<file path="src/rtl/csr_trap_pkg.sv">
// Shared types and constants for the trap-cause CSR block.
// Cause codes are indexed by source bit; entry 0 is highest priority.
package csr_trap_pkg;

   typedef enum logic [1:0] {
      IDLE    = 2'd0,
      PEND    = 2'd1,
      HANDLER = 2'd2
   } state_e;

   localparam logic [11:0] CAUSE_ADDR_DEF = 12'h342;
   localparam logic [11:0] TVAL_ADDR_DEF  = 12'h343;

   // Up to eight sources per class; unused entries read as code 0.
   localparam logic [7:0][7:0] EXC_CODE = {
      8'd0, 8'd0, 8'd0, 8'd0,
      8'd11, 8'd3, 8'd2, 8'd0
   };

   localparam logic [7:0][7:0] IRQ_CODE = {
      8'd0, 8'd0, 8'd0, 8'd0,
      8'd0, 8'd3, 8'd7, 8'd11
   };

endpackage

</file>
<file path="src/rtl/csr_trap_cause_if.sv">
// CSR set/clear bus plus the trap handshake towards the PC unit.
// The block itself connects through the slave modport.
interface csr_trap_cause_if;

   logic        en_i;
   logic [11:0] addr_i;
   logic [31:0] set_i;
   logic [31:0] clear_i;
   logic        ack_o;
   logic [31:0] value_o;
   logic        trap_valid_o;
   logic        trap_ready_i;
   logic [31:0] trap_cause_o;

   modport master (
      output en_i,
      output addr_i,
      output set_i,
      output clear_i,
      input  ack_o,
      input  value_o,
      input  trap_valid_o,
      output trap_ready_i,
      input  trap_cause_o
   );

   modport slave (
      input  en_i,
      input  addr_i,
      input  set_i,
      input  clear_i,
      output ack_o,
      output value_o,
      output trap_valid_o,
      input  trap_ready_i,
      output trap_cause_o
   );

endinterface

</file>
<file path="src/rtl/csr_prio_enc.sv">
// Lowest-index-first priority encoder with a valid flag.
// o_idx is zero when no request is set.
module csr_prio_enc #(
   parameter  int N  = 4,
   localparam int IW = (N > 1) ? $clog2(N) : 1
) (
   input  logic [N-1:0]  i_req,
   output logic          o_valid,
   output logic [IW-1:0] o_idx
);

   always_comb begin
      o_idx = '0;
      for (int i = N - 1; i >= 0; i--) begin
         if (i_req[i]) begin
            o_idx = IW'(i);
         end
      end
   end

   assign o_valid = |i_req;

endmodule

</file>
<file path="src/rtl/csrfield.sv">
// Generic CSR field: hardware capture has priority over a set/clear
// software write; set wins over clear on the same bit.
module csrfield #(
   parameter int           W   = 32,
   parameter logic [W-1:0] RST = '0
) (
   input  logic         clk_i,
   input  logic         rst_i,
   input  logic         i_sw_we,
   input  logic [W-1:0] i_set,
   input  logic [W-1:0] i_clear,
   input  logic         i_hw_we,
   input  logic [W-1:0] i_hw_d,
   output logic [W-1:0] o_q
);

   logic [W-1:0] r_q;

   always_ff @(posedge clk_i) begin
      if (rst_i) begin
         r_q <= RST;
      end else if (i_hw_we) begin
         r_q <= i_hw_d;
      end else if (i_sw_we) begin
         r_q <= (r_q & ~i_clear) | i_set;
      end
   end

   assign o_q = r_q;

endmodule

</file>
<file path="src/rtl/csr_trap_cause.sv">
// Trap prioritisation with mcause/mtval capture, PC-unit handshake
// and nested-trap depth tracking with a sticky overflow flag.
module csr_trap_cause
   import csr_trap_pkg::*;
#(
   parameter int          NUM_EXC    = 4,
   parameter int          NUM_IRQ    = 3,
   parameter int          CODE_W     = 5,
   parameter int          NEST_MAX   = 2,
   parameter logic [11:0] CAUSE_ADDR = CAUSE_ADDR_DEF,
   parameter logic [11:0] TVAL_ADDR  = TVAL_ADDR_DEF
) (
   input  logic                            clk_i,
   input  logic                            rst_i,
   csr_trap_cause_if.slave                 bus,
   input  logic [NUM_EXC-1:0]              exc_i,
   input  logic [31:0]                     tval_i,
   input  logic [NUM_IRQ-1:0]              irq_i,
   input  logic [NUM_IRQ-1:0]              irq_en_i,
   input  logic                            gie_i,
   input  logic                            mret_i,
   output logic [$clog2(NEST_MAX+1)-1:0]   depth_o,
   output logic                            fatal_o
);

   localparam int DW  = $clog2(NEST_MAX + 1);
   localparam int EIW = (NUM_EXC > 1) ? $clog2(NUM_EXC) : 1;
   localparam int IIW = (NUM_IRQ > 1) ? $clog2(NUM_IRQ) : 1;

   state_e          r_state;
   state_e          w_state_nxt;
   logic [DW-1:0]   r_depth;
   logic [DW-1:0]   w_depth_nxt;
   logic            r_fatal;
   logic            w_fatal_set;

   logic            w_exc_v;
   logic [EIW-1:0]  w_exc_idx;
   logic [NUM_IRQ-1:0] w_irq_q;
   logic            w_irq_v;
   logic [IIW-1:0]  w_irq_idx;
   logic            w_irq_req;
   logic [2:0]      w_exc_sel;
   logic [2:0]      w_irq_sel;
   logic [CODE_W-1:0] w_exc_code;
   logic [CODE_W-1:0] w_irq_code;

   logic            w_cap_exc;
   logic            w_cap_irq;
   logic            w_hw_we;
   logic            w_hw_intr;
   logic [CODE_W-1:0] w_hw_code;
   logic [31:0]     w_hw_tval;

   logic            w_hit_cause;
   logic            w_hit_tval;
   logic            w_intr;
   logic [CODE_W-1:0] w_code;
   logic [31:0]     w_tval;
   logic [31:0]     w_mcause;

   csr_prio_enc #(.N(NUM_EXC)) u_exc_enc (
      .i_req   (exc_i),
      .o_valid (w_exc_v),
      .o_idx   (w_exc_idx)
   );

   assign w_irq_q = irq_i & irq_en_i;

   csr_prio_enc #(.N(NUM_IRQ)) u_irq_enc (
      .i_req   (w_irq_q),
      .o_valid (w_irq_v),
      .o_idx   (w_irq_idx)
   );

   // Only IDLE takes interrupts; HANDLER masks them regardless of gie_i.
   assign w_irq_req  = w_irq_v && gie_i && (r_state == IDLE);
   assign w_exc_sel  = 3'(w_exc_idx);
   assign w_irq_sel  = 3'(w_irq_idx);
   assign w_exc_code = EXC_CODE[w_exc_sel][CODE_W-1:0];
   assign w_irq_code = IRQ_CODE[w_irq_sel][CODE_W-1:0];

   always_comb begin
      w_state_nxt = r_state;
      w_depth_nxt = r_depth;
      w_fatal_set = 1'b0;
      w_cap_exc   = 1'b0;
      w_cap_irq   = 1'b0;
      unique case (r_state)
         IDLE: begin
            if (!r_fatal) begin
               if (w_exc_v) begin
                  w_cap_exc   = 1'b1;
                  w_state_nxt = PEND;
               end else if (w_irq_req) begin
                  w_cap_irq   = 1'b1;
                  w_state_nxt = PEND;
               end
            end
         end
         PEND: begin
            if (bus.trap_ready_i && !r_fatal) begin
               w_depth_nxt = r_depth + DW'(1);
               w_state_nxt = HANDLER;
            end
         end
         HANDLER: begin
            // An exception shadows a coincident mret.
            if (w_exc_v) begin
               if (r_fatal) begin
                  w_fatal_set = 1'b0;
               end else if (r_depth == DW'(NEST_MAX)) begin
                  w_fatal_set = 1'b1;
               end else begin
                  w_cap_exc   = 1'b1;
                  w_state_nxt = PEND;
               end
            end else if (mret_i) begin
               w_depth_nxt = r_depth - DW'(1);
               w_state_nxt = (r_depth == DW'(1)) ? IDLE : HANDLER;
            end
         end
         default: begin
            w_state_nxt = IDLE;
         end
      endcase
   end

   always_ff @(posedge clk_i) begin
      if (rst_i) begin
         r_state <= IDLE;
         r_depth <= '0;
         r_fatal <= 1'b0;
      end else begin
         r_state <= w_state_nxt;
         r_depth <= w_depth_nxt;
         if (w_fatal_set) begin
            r_fatal <= 1'b1;
         end
      end
   end

   assign w_hw_we   = w_cap_exc | w_cap_irq;
   assign w_hw_intr = w_cap_irq;
   assign w_hw_code = w_cap_irq ? w_irq_code : w_exc_code;
   assign w_hw_tval = w_cap_irq ? 32'h0 : tval_i;

   assign w_hit_cause = bus.en_i && (bus.addr_i == CAUSE_ADDR);
   assign w_hit_tval  = bus.en_i && (bus.addr_i == TVAL_ADDR);

   csrfield #(.W(1)) u_cause_intr (
      .clk_i   (clk_i),
      .rst_i   (rst_i),
      .i_sw_we (w_hit_cause),
      .i_set   (bus.set_i[31]),
      .i_clear (bus.clear_i[31]),
      .i_hw_we (w_hw_we),
      .i_hw_d  (w_hw_intr),
      .o_q     (w_intr)
   );

   csrfield #(.W(CODE_W)) u_cause_code (
      .clk_i   (clk_i),
      .rst_i   (rst_i),
      .i_sw_we (w_hit_cause),
      .i_set   (bus.set_i[CODE_W-1:0]),
      .i_clear (bus.clear_i[CODE_W-1:0]),
      .i_hw_we (w_hw_we),
      .i_hw_d  (w_hw_code),
      .o_q     (w_code)
   );

   csrfield #(.W(32)) u_tval (
      .clk_i   (clk_i),
      .rst_i   (rst_i),
      .i_sw_we (w_hit_tval),
      .i_set   (bus.set_i),
      .i_clear (bus.clear_i),
      .i_hw_we (w_hw_we),
      .i_hw_d  (w_hw_tval),
      .o_q     (w_tval)
   );

   assign w_mcause = {w_intr, {(31-CODE_W){1'b0}}, w_code};

   assign bus.ack_o        = w_hit_cause | w_hit_tval;
   assign bus.value_o      = w_hit_cause ? w_mcause :
                             w_hit_tval  ? w_tval   : 32'h0;
   assign bus.trap_valid_o = (r_state == PEND) && !r_fatal;
   assign bus.trap_cause_o = w_mcause;

   assign depth_o = r_depth;
   assign fatal_o = r_fatal;

endmodule

</file>
<file path="src/flat_wrapper.sv">
// flat-port wrapper written by rule: the top's interface ports become plain ports
module csr_trap_cause_flat import csr_trap_pkg::*;
#(
   parameter int          NUM_EXC    = 4,
   parameter int          NUM_IRQ    = 3,
   parameter int          CODE_W     = 5,
   parameter int          NEST_MAX   = 2,
   parameter logic [11:0] CAUSE_ADDR = CAUSE_ADDR_DEF,
   parameter logic [11:0] TVAL_ADDR  = TVAL_ADDR_DEF
)
  (clk_i, rst_i, exc_i, tval_i, irq_i, irq_en_i, gie_i, mret_i, depth_o, fatal_o, bus_en_i, bus_addr_i, bus_set_i, bus_clear_i, bus_ack_o, bus_value_o, bus_trap_valid_o, bus_trap_ready_i, bus_trap_cause_o);
  csr_trap_cause_if bus_i ();
  input  logic clk_i;
  input  logic rst_i;
  input  logic [NUM_EXC-1:0] exc_i;
  input  logic [31:0] tval_i;
  input  logic [NUM_IRQ-1:0] irq_i;
  input  logic [NUM_IRQ-1:0] irq_en_i;
  input  logic gie_i;
  input  logic mret_i;
  output logic [$clog2(NEST_MAX+1)-1:0] depth_o;
  output logic fatal_o;
  input wire logic [$bits(bus_i.en_i)-1:0] bus_en_i;
  input wire logic [$bits(bus_i.addr_i)-1:0] bus_addr_i;
  input wire logic [$bits(bus_i.set_i)-1:0] bus_set_i;
  input wire logic [$bits(bus_i.clear_i)-1:0] bus_clear_i;
  output wire logic [$bits(bus_i.ack_o)-1:0] bus_ack_o;
  output wire logic [$bits(bus_i.value_o)-1:0] bus_value_o;
  output wire logic [$bits(bus_i.trap_valid_o)-1:0] bus_trap_valid_o;
  input wire logic [$bits(bus_i.trap_ready_i)-1:0] bus_trap_ready_i;
  output wire logic [$bits(bus_i.trap_cause_o)-1:0] bus_trap_cause_o;
  assign bus_i.en_i = bus_en_i;
  assign bus_i.addr_i = bus_addr_i;
  assign bus_i.set_i = bus_set_i;
  assign bus_i.clear_i = bus_clear_i;
  assign bus_ack_o = bus_i.ack_o;
  assign bus_value_o = bus_i.value_o;
  assign bus_trap_valid_o = bus_i.trap_valid_o;
  assign bus_i.trap_ready_i = bus_trap_ready_i;
  assign bus_trap_cause_o = bus_i.trap_cause_o;
  csr_trap_cause #(.NUM_EXC(NUM_EXC), .NUM_IRQ(NUM_IRQ), .CODE_W(CODE_W), .NEST_MAX(NEST_MAX), .CAUSE_ADDR(CAUSE_ADDR), .TVAL_ADDR(TVAL_ADDR)) u_core (.clk_i(clk_i), .rst_i(rst_i), .bus(bus_i), .exc_i(exc_i), .tval_i(tval_i), .irq_i(irq_i), .irq_en_i(irq_en_i), .gie_i(gie_i), .mret_i(mret_i), .depth_o(depth_o), .fatal_o(fatal_o));
endmodule
</file>
<file path="config.mk">
export PLATFORM = sky130hd
export DESIGN_NAME = csr_trap_cause_flat
export DESIGN_NICKNAME = d
export VERILOG_FILES = /design/src/rtl/csr_trap_pkg.sv /design/src/rtl/csr_trap_cause_if.sv /design/src/rtl/csr_prio_enc.sv /design/src/rtl/csrfield.sv /design/src/rtl/csr_trap_cause.sv /design/src/flat_wrapper.sv
export SDC_FILE = /design/constraint.sdc
export NUM_CORES = 1
export LEC_CHECK = 0
export ABC_AREA = 1
export BUFFER_PORTS_ARGS = -buffer_cell sky130_fd_sc_hd__clkbuf_2
export CAP_MARGIN = 10
export CELL_PAD_IN_SITES_DETAIL_PLACEMENT = 1
export CELL_PAD_IN_SITES_GLOBAL_PLACEMENT = 2
export CORE_ASPECT_RATIO = 1.2
export CORE_MARGIN = 2
export CORE_UTILIZATION = 19
export DETAILED_ROUTE_END_ITERATION = 7
export GPL_TIMING_DRIVEN = 0
export MAX_ROUTING_LAYER = met4
export PLACE_DENSITY_LB_ADDON = 0.1
export SLEW_MARGIN = 20
export SYNTH_ARGS = -nofsm -noshare
export SYNTH_HDL_FRONTEND = slang
export SYNTH_SLANG_ARGS = --single-unit
</file>
<file path="constraint.sdc">
create_clock -name clk_i -period 1.45 [get_ports clk_i]
set_input_delay 0.0725 -clock clk_i [delete_from_list [all_inputs] [get_ports clk_i]]
set_output_delay 0.0725 -clock clk_i [all_outputs]
set_load 0.1 [all_outputs]
</file>
==> results of run 1 <==
stage by stage:
stage | instance area [um^2] | std cells | hold WS [ps]
after floorplan | 4011 | 591 | 216.1
after global placement | 5112 | 976 | 328.2
after detailed placement | 5112 | 976 | 341.9
after CTS | 5982 | 1009 | 34.18
after global routing | 6212 | 1014 | 68.21
final | 6212 | 1014 | 49.45
power groups by stage:
stage | logic (mW) | registers, mW | clock network (mW)
floorplan | 1.48 | 1.58 | 0
global placement | 2.10 | 1.45 | 0
detailed placement | 2.14 | 1.45 | 0
CTS | 2.30 | 1.42 | 1.40
global route | 2.55 | 1.44 | 1.44
finish | 2.32 | 1.42 | 1.35
cell usage after synthesis (all sizes together) (3+ instances only):
| library cell | instances | share of area (%) |
|---|---|---|
| clkbuf | 9 | 0.99 |
| buf | 46 | 10 |
| a21oi | 11 | 1.6 |
| inv | 67 | 7.4 |
| nand4 | 3 | 0.73 |
| o22ai | 5 | 0.92 |
| o211ai | 33 | 7.3 |
| nand2 | 137 | 15 |
| dfxtp | 43 | 25 |
| nor2 | 148 | 17 |
| nand3 | 44 | 9.1 |
| o21ai | 9 | 1.3 |
cell families (layout without fill, tap and decap cells):
group                    Yosys count  after routing  share of synthesized area (%)
buffers and inverters            123            326                          18.64
AND/OR/NAND/NOR                  333            333                          42.88
other                              1             26                         0.1097
flip-flops                        43             43                          25.19
XOR/XNOR                           1              1                         0.2564
adder cells (fa/ha/maj)            2              2                         0.7322
AO/OA/AOI/OAI                     63             63                          12.19
tightest hold or removal path, cell delays in order:
cell      delay [ps]
clkbuf_2          90
nand2_1           80
a21oi_2           50
state kept, by name (all words and copies together) (netlist names):
register                 flops
u_core.u_tval.o_q           32
u_core.u_cause_code.o_q      5
u_core.depth_o               2
u_core.r_state               2
u_core.fatal_o               1
u_core.u_cause_intr.o_q      1
layer usage:
| layer | GRT usage (%) | routed length, um |
|---|---|---|
| met1 | 18.62 | 6352 |
| met4 | 2.912 | 106 |
| met5 | - | 0 |
| met3 | 1.660 | 475 |
| met2 | 28.58 | 7810 |
timing repair:
action	CTS	global route
setup buffers	21	3
cloned	4	2
endpoints found under the setup margin	74	75
pin swaps	13	14
hold endpoints to repair	0	0
gates resized for setup	97	57
cell type report:
cell class | instances | area (um^2)
multi-input cells | 425 | 2440
fillers | 2204 | 11360
inverters | 68 | 270.3
repair buffers | 195 | 1632
clock inverters | 2 | 35.03
plain buffers | 55 | 541.8
clock buffers | 6 | 138.9
flip-flops and latches | 43 | 879.6
well taps | 220 | 275.3
final timing paths:
| path | slack (ps) | start | end |
|---|---|---|---|
| setup / recovery | -160 | u_core.depth_o[0] | u_core.u_tval.o_q[12] |
| hold / removal | 50 | bus_set_i[4] | u_core.u_cause_code.o_q[4] |
| hold reg to reg | 490 | u_core.u_cause_code.o_q[1] | u_core.u_cause_code.o_q[1] |
| setup reg to reg | -160 | u_core.depth_o[0] | u_core.u_tval.o_q[12] |
==> results.md, run 1 <==
- R2R cell count: 12
- Residual DRC: 0
- Cell variety after synth: 31
- Worst-path clk slew: 60 ps
- Setup ws final: -156.6 ps
- Final Util: 35.35%
- Clk sinks: 43
- Async set-reset flop share out of synthesis: 0%
- Die Wd: 126.4 um
- Critical Path RT: 1610 ps
- Drt pass-1 iters: 4
- Max-slew violation count: 0
- CTS tree: built
- Final hold vios: 0
- Clock power frac: 26.5%
- Flop pwr share: 27.9%
- Yosys warning total: 0
- Power Total: between 5 and 6 mW
- Clk_skew: around 5.0 ps
- CP Buf/Inv Count: 4
- Pre-CTS setup slack: -506.0 ps
- Congestion Overflow GR: 0
- Setup TNS Final: -4035 ps
- Die footprint: 0.01908 mm^2
- DRT iter0 DRCs: between 100 and 150
- Clock latency at the later pin of the worst-skew pair: between 200 and 300 ps
- Power Density: 817.8 mW/mm^2
- Unrepaired setup endpoints after global routing: yes
- Share of total power in combinational logic: between 40 and 50%
- Largest net degree at the start of global routing: 14
- Failing checks: setup timing
- Commonest non-fill, non-tap cell in the layout: clkbuf_2
- Nets: 919
- CP top delay family: buffers and inverters
- Worst vdd ir: 0.5184 mV
- Num CTS Buffers: 5
- Routed WL: between 10000 and 15000 um
- Syn Inst Count: roughly 570
- Fin crit share: 110.8%
- Status: finished with violations
- Relative max-transition margin: 57.51%
- Dominant register cell in the synthesized netlist: dfxtp_1
- Internal Pwr Total: 2.999 mW
- Synthesized cell area: approximately 0.0034 mm^2
- Layout cells sized above 1: 45.21%
- Crit Path Category: reg -> reg
- Max cap viols: 0
- Avg Cell Area, Syn: 6.037 um^2
- Post-synth EDFFs: 0
- Switching Share: 40.98%
- Global-route wire length before repair: about 23000 um
- Tot GR Track Use: 15.60%
- CTS HTree Levels: 2
- Core area: about 0.018 mm^2
- Initial antenna violation count: 0
- Crit Path Max Fanout: 9
- P_sw: between 2 and 2.5 mW
- HP Class: in -> reg
- IO Pins: 193
- Worst-case clock buffer depth: 2
- CP Launch Type: flip-flop
- Dpl hpwl: 11140 um
- Least-Margin Pin Slew: 637.4 ps
- Crit path depth: 12
- WL/cell: between 10 and 15 um
- CP max stage cell: dfxtp_4
- Leakage: 3.057 nW
- DR vias/cell: 4.161
- Root Driver: clkbuf_16
- Initial Utilization: 19.44%
- Most frequent cells in the layout: 131 x clkbuf_2, 126 x nand2_1, 108 x nor2_1
- Via count: approximately 4200
- Worst-path cell chain: inv_2 > ha_4 > nand2_4 > nand3_4 > inv_4 > nand2_4 > buf_12 > buf_8 > o211ai_1 > nand2_1 > nand2_1 > nor2_1
- F_max: between 0.6 and 0.7 GHz
- # hold bufs at CTS: 0
- Crit end category: flip-flop
- Final min period: 1607 ps
- Vias in the first global route: between 4000 and 5000
- Ant diodes: 0
- Final GP Congestion: 0.7681
- Die span in y: 150.9 um
- Slowest Stage Delay on Critical Path: 350 ps
- WHS Path Cells: 3
- I/O Buffers: 165
- Area grow syn2layout: 81.80%
- FP Rows: 53
- Synth Register Bits: 43
- CP arrival: 1770 ps
- Final setup vio count: 40
- Final ANT Viol Nets: 0
- Sequential area share after synthesis: 25.19%
(Power assumes the default switching activity.)
==> run 2, diff against run 1 <==
--- a/config.mk
+++ b/config.mk
@@ -17,6 +17,7 @@
 export GPL_TIMING_DRIVEN = 0
 export MAX_ROUTING_LAYER = met4
 export PLACE_DENSITY_LB_ADDON = 0.1
+export SKIP_CTS_REPAIR_TIMING = 1
 export SLEW_MARGIN = 20
 export SYNTH_ARGS = -nofsm -noshare
 export SYNTH_HDL_FRONTEND = slang
==> run 2 against run 1 <==
  * The flow still finishes with violations (setup timing)
  * Register-to-register slack barely moved
  * Hold slack improved by 4.6 ps
  * Clock skew barely moved
  * Sequential power barely moved
  * Core utilization fell by 0.75 points
  * Critical path depth did not move
==> results.md, run 2 (synthesized netlist as in run 1, its figures left out) <==
- Status: finished with violations
- Failing checks: setup timing
- RR Endpoint: u_core.u_tval.o_q[30]
- CTS tree: built
- Switching Share: 40.88%
- CP Launch Type: flip-flop
- Final Instance Area: 0.006081 mm^2
- Via count: 4219
- Internal Pwr Total: 3.018 mW
- Final hold vios: 0
- Crit path to: u_core.u_tval.o_q[30]
- IO Pins: 193
- Least-Margin Pin Slew: 582.2 ps
- Crit Reg-Reg Startpoint: u_core.depth_o[0]
- Congestion Overflow GR: 0
- Critical Path RT: 1620 ps
- Global-route wire length before repair: roughly 22000 um
- Worst-case clock buffer depth: 2
- Largest net degree at the start of global routing: 14
- Clk_skew: 4.894 ps
- WL/cell: 14.55 um
- Vias in the first global route: between 4000 and 5000
- I/O Buffers: 165
- Final GP Congestion: 0.7681
- R2R setup slack: -140 ps
- Unrepaired setup endpoints after global routing: yes
- R2R cell count: 12
- Final ANT Viol Nets: 0
- Core area: 0.01757 mm^2
- Nets: 918
- Initial antenna violation count: 0
- Final min period: 1593 ps
- Residual DRC: 0
- Dpl hpwl: 11140 um
- Clock latency at the later pin of the worst-skew pair: 290 ps
- Area grow syn2layout: 77.96%
- Most frequent cells in the layout: 130 x clkbuf_2, 122 x nand2_1, 108 x nor2_1
- Die span in y: 150.9 um
- Max cap viols: 0
- Tot GR Track Use: 14.86%
- Initial Utilization: 19.44%
- Critical Path Source: u_core.depth_o[0]
- Commonest non-fill, non-tap cell in the layout: clkbuf_2
- Crit Path Category: reg -> reg
- Crit end category: flip-flop
- Post-Layout Cell Count: 1013
- Fin crit share: 109.9%
- Crit Path Max Fanout: 8
- Final setup vio count: 37
- CTS HTree Levels: 2
- DR vias/cell: 4.165
- Max-slew violation count: 0
- Die footprint: 0.01908 mm^2
- Setup ws final: -142.9 ps
- Layout cells sized above 1: between 40% and 50%
- Worst-path clk slew: 70 ps
- F_max: 0.6278 GHz
- Leakage: around 3.0 nW
- Flop pwr share: between 20% and 30%
- Num CTS Buffers: 5
- Area after DPL: 0.005112 mm^2
- Hold Slack: 54.04 ps
- Drt pass-1 iters: 4
- Worst vdd ir: between 0.4 and 0.5 mV
- Share of total power in combinational logic: a little under half
- P_sw: 2.086 mW
- Ant diodes: 0
- FP Rows: 53
- Clk sinks: 43
- Power Total: 5.104 mW
- CP arrival: 1760 ps
- Relative max-transition margin: between 60 and 70%
- Root Driver: clkbuf_16
- Die Wd: ~130 um
- Routed WL: between 10000 and 15000 um
- DRT iter0 DRCs: approximately 120
- Clock power frac: 26.3%
- Power Density: 839.3 mW/mm^2
- Placed Instances: 976
- HP Class: in -> reg
- Max reg flops: 32
==> run 2: cell types whose count changed in the layout (fill, tap and decap cells not counted), sizes merged <==
cell	before	now
buf	99	107
clkbuf	157	147
clkinv	2	1
clkinvlp	0	1
nand3	44	45
==> run 2: worst min-delay path by stage <==
stage / start / cells after the start / to
floorplan: bus_set_i[4] / 2 / u_core.u_cause_code.o_q[4]
global placement: bus_set_i[4] / 3 / u_core.u_cause_code.o_q[4]
detailed placement: bus_set_i[4] / 3 / u_core.u_cause_code.o_q[4]
CTS: bus_set_i[4] / 3 / u_core.u_cause_code.o_q[4]
global route: bus_set_i[4] / 3 / u_core.u_cause_code.o_q[4]
finish: bus_set_i[4] / 3 / u_core.u_cause_code.o_q[4]
==> run 2: metal layers <==
layer,track usage [%],vias to the layer above,share of wire (%)
met5,-,-,0
met4,2.857,0,0.59
met3,1.590,6,3.5
met2,26.95,107,52
met1,17.91,1937,43
li1,-,2169,-
==> run 2: per-stage QoR <==
| step | util (%) | TNS, ps | setup WS, ps |
|---|---|---|---|
| after global routing | 34.60 | -7706 | -269.8 |
| after CTS | 30.08 | -23330 | -519.0 |
| final | 34.60 | -3985 | -142.9 |
| after global placement | 29.09 | -22730 | -501.8 |
| after floorplan | - | -13320 | -260.2 |
| after detailed placement | 29.09 | -24380 | -506.0 |
==> run 2: power by group through the flow <==
stage | clock network (mW) | logic, mW | registers (mW)
final | 1.34 | 2.34 | 1.42
after global placement | 0 | 2.10 | 1.45
after floorplan | 0 | 1.48 | 1.58
after CTS | 1.40 | 2.15 | 1.42
after detailed placement | 0 | 2.14 | 1.45
after global routing | 1.44 | 2.59 | 1.44
==> run 2: layout make-up <==
type,count,area (um^2)
plain buffers,55,560.5
fillers,2218,11490
clock buffers,6,138.9
multi-input cells,426,2495
clock inverters,2,35.03
flip-flops and latches,43,882.1
inverters,68,276.5
repair buffers,193,1418
well taps,220,275.3
==> run 2: worst max-delay path, cell delays in order (launching register included) <==
cell	delay (ps)
dfxtp_4	350
inv_2	40
ha_4	160
nand2_4	50
nand3_4	90
inv_4	70
nand2_4	60
buf_12	150
buf_12	130
o211ai_1	180
nand2_1	80
nand2_1	70
nor2_1	30
